==> src/rtl/spdif_rx_ctrl_if.sv <==
// Downstream frame handshake between the S/PDIF sequencing controller and the mixer.
interface spdif_rx_ctrl_if;
    logic [23:0] data_l_o;
    logic [23:0] data_r_o;
    logic        valid_o;
    logic        ready_i;

    modport master (output data_l_o, output data_r_o, output valid_o, input ready_i);
    modport slave  (input data_l_o, input data_r_o, input valid_o, output ready_i);
endinterface

==> src/rtl/spdif_rx_ctrl.sv <==
// S/PDIF receive sequencer: pairs L/R subframes, qualifies them against lock
// and an acquisition run of clean pairs, holds one stereo frame for the mixer,
// and tracks the channel-status sample-rate code.
module spdif_rx_ctrl #(
    parameter int ACQ_PAIRS      = 4,
    parameter int TIMEOUT_CYCLES = 1024,
    parameter int TIMEOUT_LOG2   = 10
) (
    input  logic                   clk,
    input  logic                   rst_n,
    input  logic [23:0]            dai_data_i,
    input  logic                   dai_ack_i,
    input  logic                   dai_lrck_i,
    input  logic                   dai_locked_i,
    input  logic [191:0]           dai_cdata_i,
    spdif_rx_ctrl_if.master        out_if,
    output logic [1:0]             state_o,
    output logic [3:0]             rate_o,
    output logic                   rate_valid_o,
    output logic                   rate_change_o,
    output logic                   overrun_o
);
    localparam int ACQ_W = $clog2(ACQ_PAIRS + 1);
    localparam logic [TIMEOUT_LOG2-1:0] WD_LAST = TIMEOUT_LOG2'(TIMEOUT_CYCLES - 1);

    typedef enum logic [1:0] {
        UNLOCKED = 2'd0,
        ACQUIRE  = 2'd1,
        RUN      = 2'd2
    } state_t;

    state_t                  state_q, state_d;
    logic                    pend_q, pend_d;
    logic [23:0]             left_q, left_d;
    logic [ACQ_W-1:0]        acq_q, acq_d;
    logic [TIMEOUT_LOG2-1:0] wdog_q, wdog_d;
    logic [23:0]             dl_q, dl_d, dr_q, dr_d;
    logic                    valid_q, valid_d;
    logic [3:0]              rate_q, rate_d;
    logic                    rvld_q, rvld_d;
    logic                    rchg_q, rchg_d;
    logic                    ovr_q, ovr_d;
    logic                    pair_ok, pair_err;
    logic                    timeout;
    logic [3:0]              cs_rate;
    logic                    unused_cdata;

    // Rate code lives in CS bits 27..24; CS bit k sits at dai_cdata_i[191-k].
    assign cs_rate      = {dai_cdata_i[164], dai_cdata_i[165], dai_cdata_i[166], dai_cdata_i[167]};
    assign unused_cdata = ^{dai_cdata_i[191:168], dai_cdata_i[163:0]};
    assign timeout      = (state_q != UNLOCKED) && (wdog_q == WD_LAST);

    // Next-state: lock/watchdog first, then the subframe is judged in the resulting state.
    always_comb begin
        state_d  = state_q;
        pend_d   = pend_q;
        left_d   = left_q;
        acq_d    = acq_q;
        wdog_d   = wdog_q;
        dl_d     = dl_q;
        dr_d     = dr_q;
        valid_d  = valid_q;
        rate_d   = rate_q;
        rvld_d   = rvld_q;
        rchg_d   = 1'b0;
        ovr_d    = 1'b0;
        pair_ok  = 1'b0;
        pair_err = 1'b0;

        case (state_q)
            UNLOCKED: begin
                if (dai_locked_i) begin
                    state_d = ACQUIRE;
                    pend_d  = 1'b0;
                    acq_d   = '0;
                end
            end
            default: begin
                if (!dai_locked_i || timeout) state_d = UNLOCKED;
            end
        endcase

        // A subframe arriving as the link drops is ignored.
        if (dai_ack_i && state_d != UNLOCKED) begin
            if (!dai_lrck_i) begin
                pair_err = pend_d;
                pend_d   = 1'b1;
                left_d   = dai_data_i;
            end else if (pend_d) begin
                pair_ok = 1'b1;
                pend_d  = 1'b0;
            end else begin
                pair_err = 1'b1;
            end
        end

        // Downstream accept frees the slot; a load below may refill it.
        if (valid_q && out_if.ready_i) valid_d = 1'b0;

        if (state_d == ACQUIRE) begin
            if (pair_err) begin
                acq_d = '0;
            end else if (pair_ok) begin
                acq_d = acq_d + 1'b1;
                if (acq_d == ACQ_W'(ACQ_PAIRS)) begin
                    // The qualifying pair is consumed, not emitted.
                    state_d = RUN;
                    rvld_d  = 1'b0;
                end
            end
        end else if (state_d == RUN) begin
            if (pair_err) begin
                // Held frame stays for the mixer; only sequencing restarts.
                state_d = ACQUIRE;
                acq_d   = '0;
                pend_d  = 1'b0;
            end else if (pair_ok) begin
                rate_d = cs_rate;
                rvld_d = 1'b1;
                rchg_d = rvld_q && (cs_rate != rate_q);
                if (!valid_q || out_if.ready_i) begin
                    valid_d = 1'b1;
                    dl_d    = left_q;
                    dr_d    = dai_data_i;
                end else begin
                    ovr_d = 1'b1;
                end
            end
        end else begin
            valid_d = 1'b0;
            rvld_d  = 1'b0;
        end

        if (state_d == UNLOCKED || dai_ack_i) wdog_d = '0;
        else if (wdog_q != '1)                wdog_d = wdog_q + 1'b1;
    end

    // State and datapath registers.
    always_ff @(posedge clk or negedge rst_n) begin
        if (!rst_n) begin
            state_q <= UNLOCKED;
            pend_q  <= 1'b0;
            left_q  <= '0;
            acq_q   <= '0;
            wdog_q  <= '0;
            dl_q    <= '0;
            dr_q    <= '0;
            valid_q <= 1'b0;
            rate_q  <= '0;
            rvld_q  <= 1'b0;
            rchg_q  <= 1'b0;
            ovr_q   <= 1'b0;
        end else begin
            state_q <= state_d;
            pend_q  <= pend_d;
            left_q  <= left_d;
            acq_q   <= acq_d;
            wdog_q  <= wdog_d;
            dl_q    <= dl_d;
            dr_q    <= dr_d;
            valid_q <= valid_d;
            rate_q  <= rate_d;
            rvld_q  <= rvld_d;
            rchg_q  <= rchg_d;
            ovr_q   <= ovr_d;
        end
    end

    assign out_if.data_l_o = dl_q;
    assign out_if.data_r_o = dr_q;
    assign out_if.valid_o  = valid_q;
    assign state_o         = state_q;
    assign rate_o          = rate_q;
    assign rate_valid_o    = rvld_q;
    assign rate_change_o   = rchg_q;
    assign overrun_o       = ovr_q;
endmodule

==> src/flat_wrapper.sv <==
// flat-port wrapper written by rule: the top's interface ports become plain ports
module spdif_rx_ctrl_flat 
#(
    parameter int ACQ_PAIRS      = 4,
    parameter int TIMEOUT_CYCLES = 1024,
    parameter int TIMEOUT_LOG2   = 10
)
  (clk, rst_n, dai_data_i, dai_ack_i, dai_lrck_i, dai_locked_i, dai_cdata_i, state_o, rate_o, rate_valid_o, rate_change_o, overrun_o, out_if_data_l_o, out_if_data_r_o, out_if_valid_o, out_if_ready_i);
  spdif_rx_ctrl_if out_if_i ();
  input  logic clk;
  input  logic rst_n;
  input  logic [23:0] dai_data_i;
  input  logic dai_ack_i;
  input  logic dai_lrck_i;
  input  logic dai_locked_i;
  input  logic [191:0] dai_cdata_i;
  output logic [1:0] state_o;
  output logic [3:0] rate_o;
  output logic rate_valid_o;
  output logic rate_change_o;
  output logic overrun_o;
  output wire logic [$bits(out_if_i.data_l_o)-1:0] out_if_data_l_o;
  output wire logic [$bits(out_if_i.data_r_o)-1:0] out_if_data_r_o;
  output wire logic [$bits(out_if_i.valid_o)-1:0] out_if_valid_o;
  input wire logic [$bits(out_if_i.ready_i)-1:0] out_if_ready_i;
  assign out_if_data_l_o = out_if_i.data_l_o;
  assign out_if_data_r_o = out_if_i.data_r_o;
  assign out_if_valid_o = out_if_i.valid_o;
  assign out_if_i.ready_i = out_if_ready_i;
  spdif_rx_ctrl #(.ACQ_PAIRS(ACQ_PAIRS), .TIMEOUT_CYCLES(TIMEOUT_CYCLES), .TIMEOUT_LOG2(TIMEOUT_LOG2)) u_core (.clk(clk), .rst_n(rst_n), .dai_data_i(dai_data_i), .dai_ack_i(dai_ack_i), .dai_lrck_i(dai_lrck_i), .dai_locked_i(dai_locked_i), .dai_cdata_i(dai_cdata_i), .out_if(out_if_i), .state_o(state_o), .rate_o(rate_o), .rate_valid_o(rate_valid_o), .rate_change_o(rate_change_o), .overrun_o(overrun_o));
endmodule
==> config.mk <==
export PLATFORM = sky130hd
export DESIGN_NAME = spdif_rx_ctrl_flat
export DESIGN_NICKNAME = d
export VERILOG_FILES = /design/src/rtl/spdif_rx_ctrl_if.sv /design/src/rtl/spdif_rx_ctrl.sv /design/src/flat_wrapper.sv
export SDC_FILE = /design/constraint.sdc
export NUM_CORES = 1
export LEC_CHECK = 0
export BUFFER_PORTS_ARGS = -buffer_cell sky130_fd_sc_hd__buf_2
export CORE_AREA = 2 2 108 110
export DETAILED_ROUTE_END_ITERATION = 6
export DIE_AREA = 0 0 110 112
export PLACE_DENSITY = 0.69
export SETUP_SLACK_MARGIN = 0.5
export SYNTH_ARGS = -nofsm -noshare
export SYNTH_HDL_FRONTEND = slang
export SYNTH_SLANG_ARGS = --single-unit
==> constraint.sdc <==
create_clock -name clk -period 3.6 [get_ports clk]
set_input_delay 0.18 -clock clk [delete_from_list [all_inputs] [get_ports clk]]
set_output_delay 0.18 -clock clk [all_outputs]
set_load 0.01 [all_outputs]
==> summary.md <==
| Metric | Value |
|---|---|
| Status | complete, no violations |
| R2r setup slk | 0.68 ns |
| Placed insts | slightly above 500 |
| M3 GR Usage | 0.0954 |
| CP arrival | around 3.1 ns |
| Post-synth top flop | dfrtp_1 |
| Largest net degree at the start of global routing | 70 |
| FF/Latch Area | 2400 µm² |
| Fin nets | roughly 610 |
| Fin worst setup slack | roughly 0.7 ns |
| Multi-input logic area | between 1500 and 2000 µm² |
| Synth top cells by count | 96 x dfrtp_1, 42 x mux2_2, 20 x mux2_4 |
| Pins over their slew limit | 0 |
| Final Hold Viols | 0 |
| Slew @ Worst Pin | approximately 0.88 ns |
| Count leader, synth | dfrtp_1 |
| Library cells used by synthesis | 44 |
| Synth top area share | 0.588 |
| Global-route met1 utilization | 0.202 |
| DP Wirelength | between 6 and 7 mm |
| Total negative slack | 0 ns |
| Synthesized instance count | about 280 |
| Fin Hold WS | 0.0729 ns |
| Synth Warn # | 0 |
| Total Routed Length | 8.92 mm |
| Slew headroom | 0.415 |
| Fillers | 1029 |
| Initial DRC Count | 147 |
| Total of max-cap violations | 0 |
| GRT busiest layer | met2 |
| IO Port Bufs | 91 |
| Die Wd | 110 µm |
| Antenna diodes | 0 |
| Worst Reg-to-Reg Cells | 8 |
| Startpoint Class | register |
| DR WL/cell | ~17 µm |
| Core ar. | between 10000 and 15000 µm² |
| Sequential-to-total area share from yosys stat | 0.588 |
| Met2 Usage GRT | 0.222 |
| Post-route insts no fill | 526 |
| Root buf cell | clkbuf_16 |
| DR pass1 iterations | 4 |
| Depth of the CTS H-tree | 3 |
| Crit path max fanout | 48 |
| Total number of vias | around 2600 |
| Routability congestion estimate | between 0.9 and 1 |
| Most area-consuming cells after synthesis | dfrtp_1 59%, mux2_2 12%, mux2_4 7.4% |
| Initial core utilization | 0.366 |
| Min-Delay Path Class | input port to register |
| Syn_nets | roughly 500 |
| DP Worst Slack | ~0.56 ns |
| Total grt overflow | 0 |
| Final Critical Period | 2.92 ns |
| Die Y | about 110 µm |
| Worst VDD drop | 0.274 mV |
| DR DRC count | 0 |
| Die area | roughly 12000 µm² |
| FMAX | 0.342 GHz |
| Final ANT Viol Nets | 0 |
| Setup Viol. Count Final | 0 |
| Crit end category | register |
| Seq cells post-synth | 96 |
| Dominant cell type by area after synthesis | dfrtp_1 |
| Vias in the first global route | around 2800 |
| Clock Tree Buf Depth | 2 |
| Clock-pin slew on the worst setup and hold paths | roughly 0.07 ns |
| Data required, critical path | ~3.8 ns |
| Initial antenna violation count | 1 |
| FP Rows | 39 |
| Ports | 280 |
| Fin crit share | 0.811 |
| Layout cells sized above 1 | 0.475 |
| Mapped cell area | just over 4000 µm² |
| Skew final | ~0.009 ns |
| Cell area power density | 438 nW/µm² |
| Via density | 5.02 |
| Final core utilization | 0.445 |
| Area Growth Syn to Fin | 21.6% |
| Num CTS Buffers | 9 |
| Clock Sinks | 96 |
| Syn avg cell area | ~14 µm² |
| RSZ-0062 raised after global routing | false |
| Leakage | around 2.5 nW |
| Post-CTS setup buffer count | 0 |
| Global-route wire length before repair | roughly 15 mm |
| Skew-Pair Late Insertion Delay | approximately 0.34 ns |
| CTS tree | yes |
| WS Path Type | register to register |
| Total Routing Usage GR | 0.158 |
| Hold depth | 2 |
| Ys async rst share | 1.00 |
| Number of flops mapped to enable cells by yosys | 0 |
==> stage by stage <==
step / total power, mW / cell area, µm²
CTS: 2.21 / 4960
finish: 2.18 / 4970
detailed placement: 1.32 / 4680
global route: 2.27 / 4970
global placement: 1.31 / 4680
floorplan: 1.25 / 4090
==> final timing paths <==
path / from / endpoint
hold reg to reg: u_core.out_if.data_l_o[8]$_DFFE_PN0P_ / u_core.out_if.data_l_o[8]$_DFFE_PN0P_
min in group asynchronous: rst_n / u_core.left_q[1]$_DFFE_PN0P_
setup / recovery: u_core.state_o[0]$_DFF_PN0_ / u_core.out_if.data_l_o[0]$_DFFE_PN0P_
hold / removal: dai_data_i[20] / u_core.out_if.data_r_o[20]$_DFFE_PN0P_
setup reg to reg: u_core.state_o[0]$_DFF_PN0_ / u_core.out_if.data_l_o[0]$_DFFE_PN0P_
max in group asynchronous: rst_n / u_core.out_if.data_l_o[9]$_DFFE_PN0P_
==> layout make-up <==
type	count	share of cell area
flip-flops and latches	96	0.484
repair buffers	96	0.103
clock buffers	10	0.0461
inverters	4	0.00302
multi-input cells	172	0.320
clock inverters	5	0.00831
well taps	143	0.0360
==> registers in the layout (all words and copies together) (netlist names) <==
name and flops:
u_core.rate_change_o 1, u_core.overrun_o 1, u_core.rate_o 4, u_core.left_q 24
u_core.wdog_q 10, u_core.out_if.data_l_o 24, u_core.out_if.data_r_o 24, u_core.pend_q 1
u_core.out_if.valid_o 1, u_core.state_o 2, u_core.acq_q 3, u_core.rate_valid_o 1
==> what timing repair did <==
action / CTS / global route
hold endpoints to repair: 67 / 0
endpoints found under the setup margin: 0 / 48
resized for setup: 0 / 2
hold buffers: 1 / 0
==> layer usage <==
layer / part of all wire / vias to the layer above
met4: 0.014 / 2
met2: 0.44 / 89
met3: 0.13 / 14
li1: - / 1200
met1: 0.42 / 1338
met5: 0.00078 / -
==> cell families (layout without fill, tap and decap cells) <==
logic type               count (synthesis)  in the layout  share of synthesized area
XOR/XNOR                                 7              7                     0.0150
multiplexers                            79             79                      0.235
AO/OA/AOI/OAI                           22             22                     0.0441
adder cells (fa/ha/maj)                  4              4                     0.0123
flip-flops                              96             96                      0.588
AND/OR/NAND/NOR                         60             60                     0.0805
buffers and inverters                   15            115                     0.0248
==> layout by cell type, fill, tap and decap left out, drive strengths merged, types with 4 or more instances in the layout <==
cell,instances
dfrtp,96
buf,95
mux2,76
nor2,18
nand2,12
clkbuf,10
xor2,7
nor3,6
inv,6
nand3,5
a21oi,4
nand2b,4
ha,4
==> critical path, stage by stage, from the launching register on <==
cell,delay (ns)
dfrtp_1,0.50
nor2_2,0.26
nand2_1,0.17
and2_1,0.19
ha_1,0.34
nor4bb_2,0.38
and3b_2,0.26
buf_12,0.30
mux2_1,0.37
==> power breakdown <==
group | switching, mW | internal [mW] | total [mW]
registers | 0.0276 | 1.13 | 1.16
clock network | 0.408 | 0.471 | 0.879
logic | 0.0674 | 0.0694 | 0.137
Power figures use the tool's default switching activity.
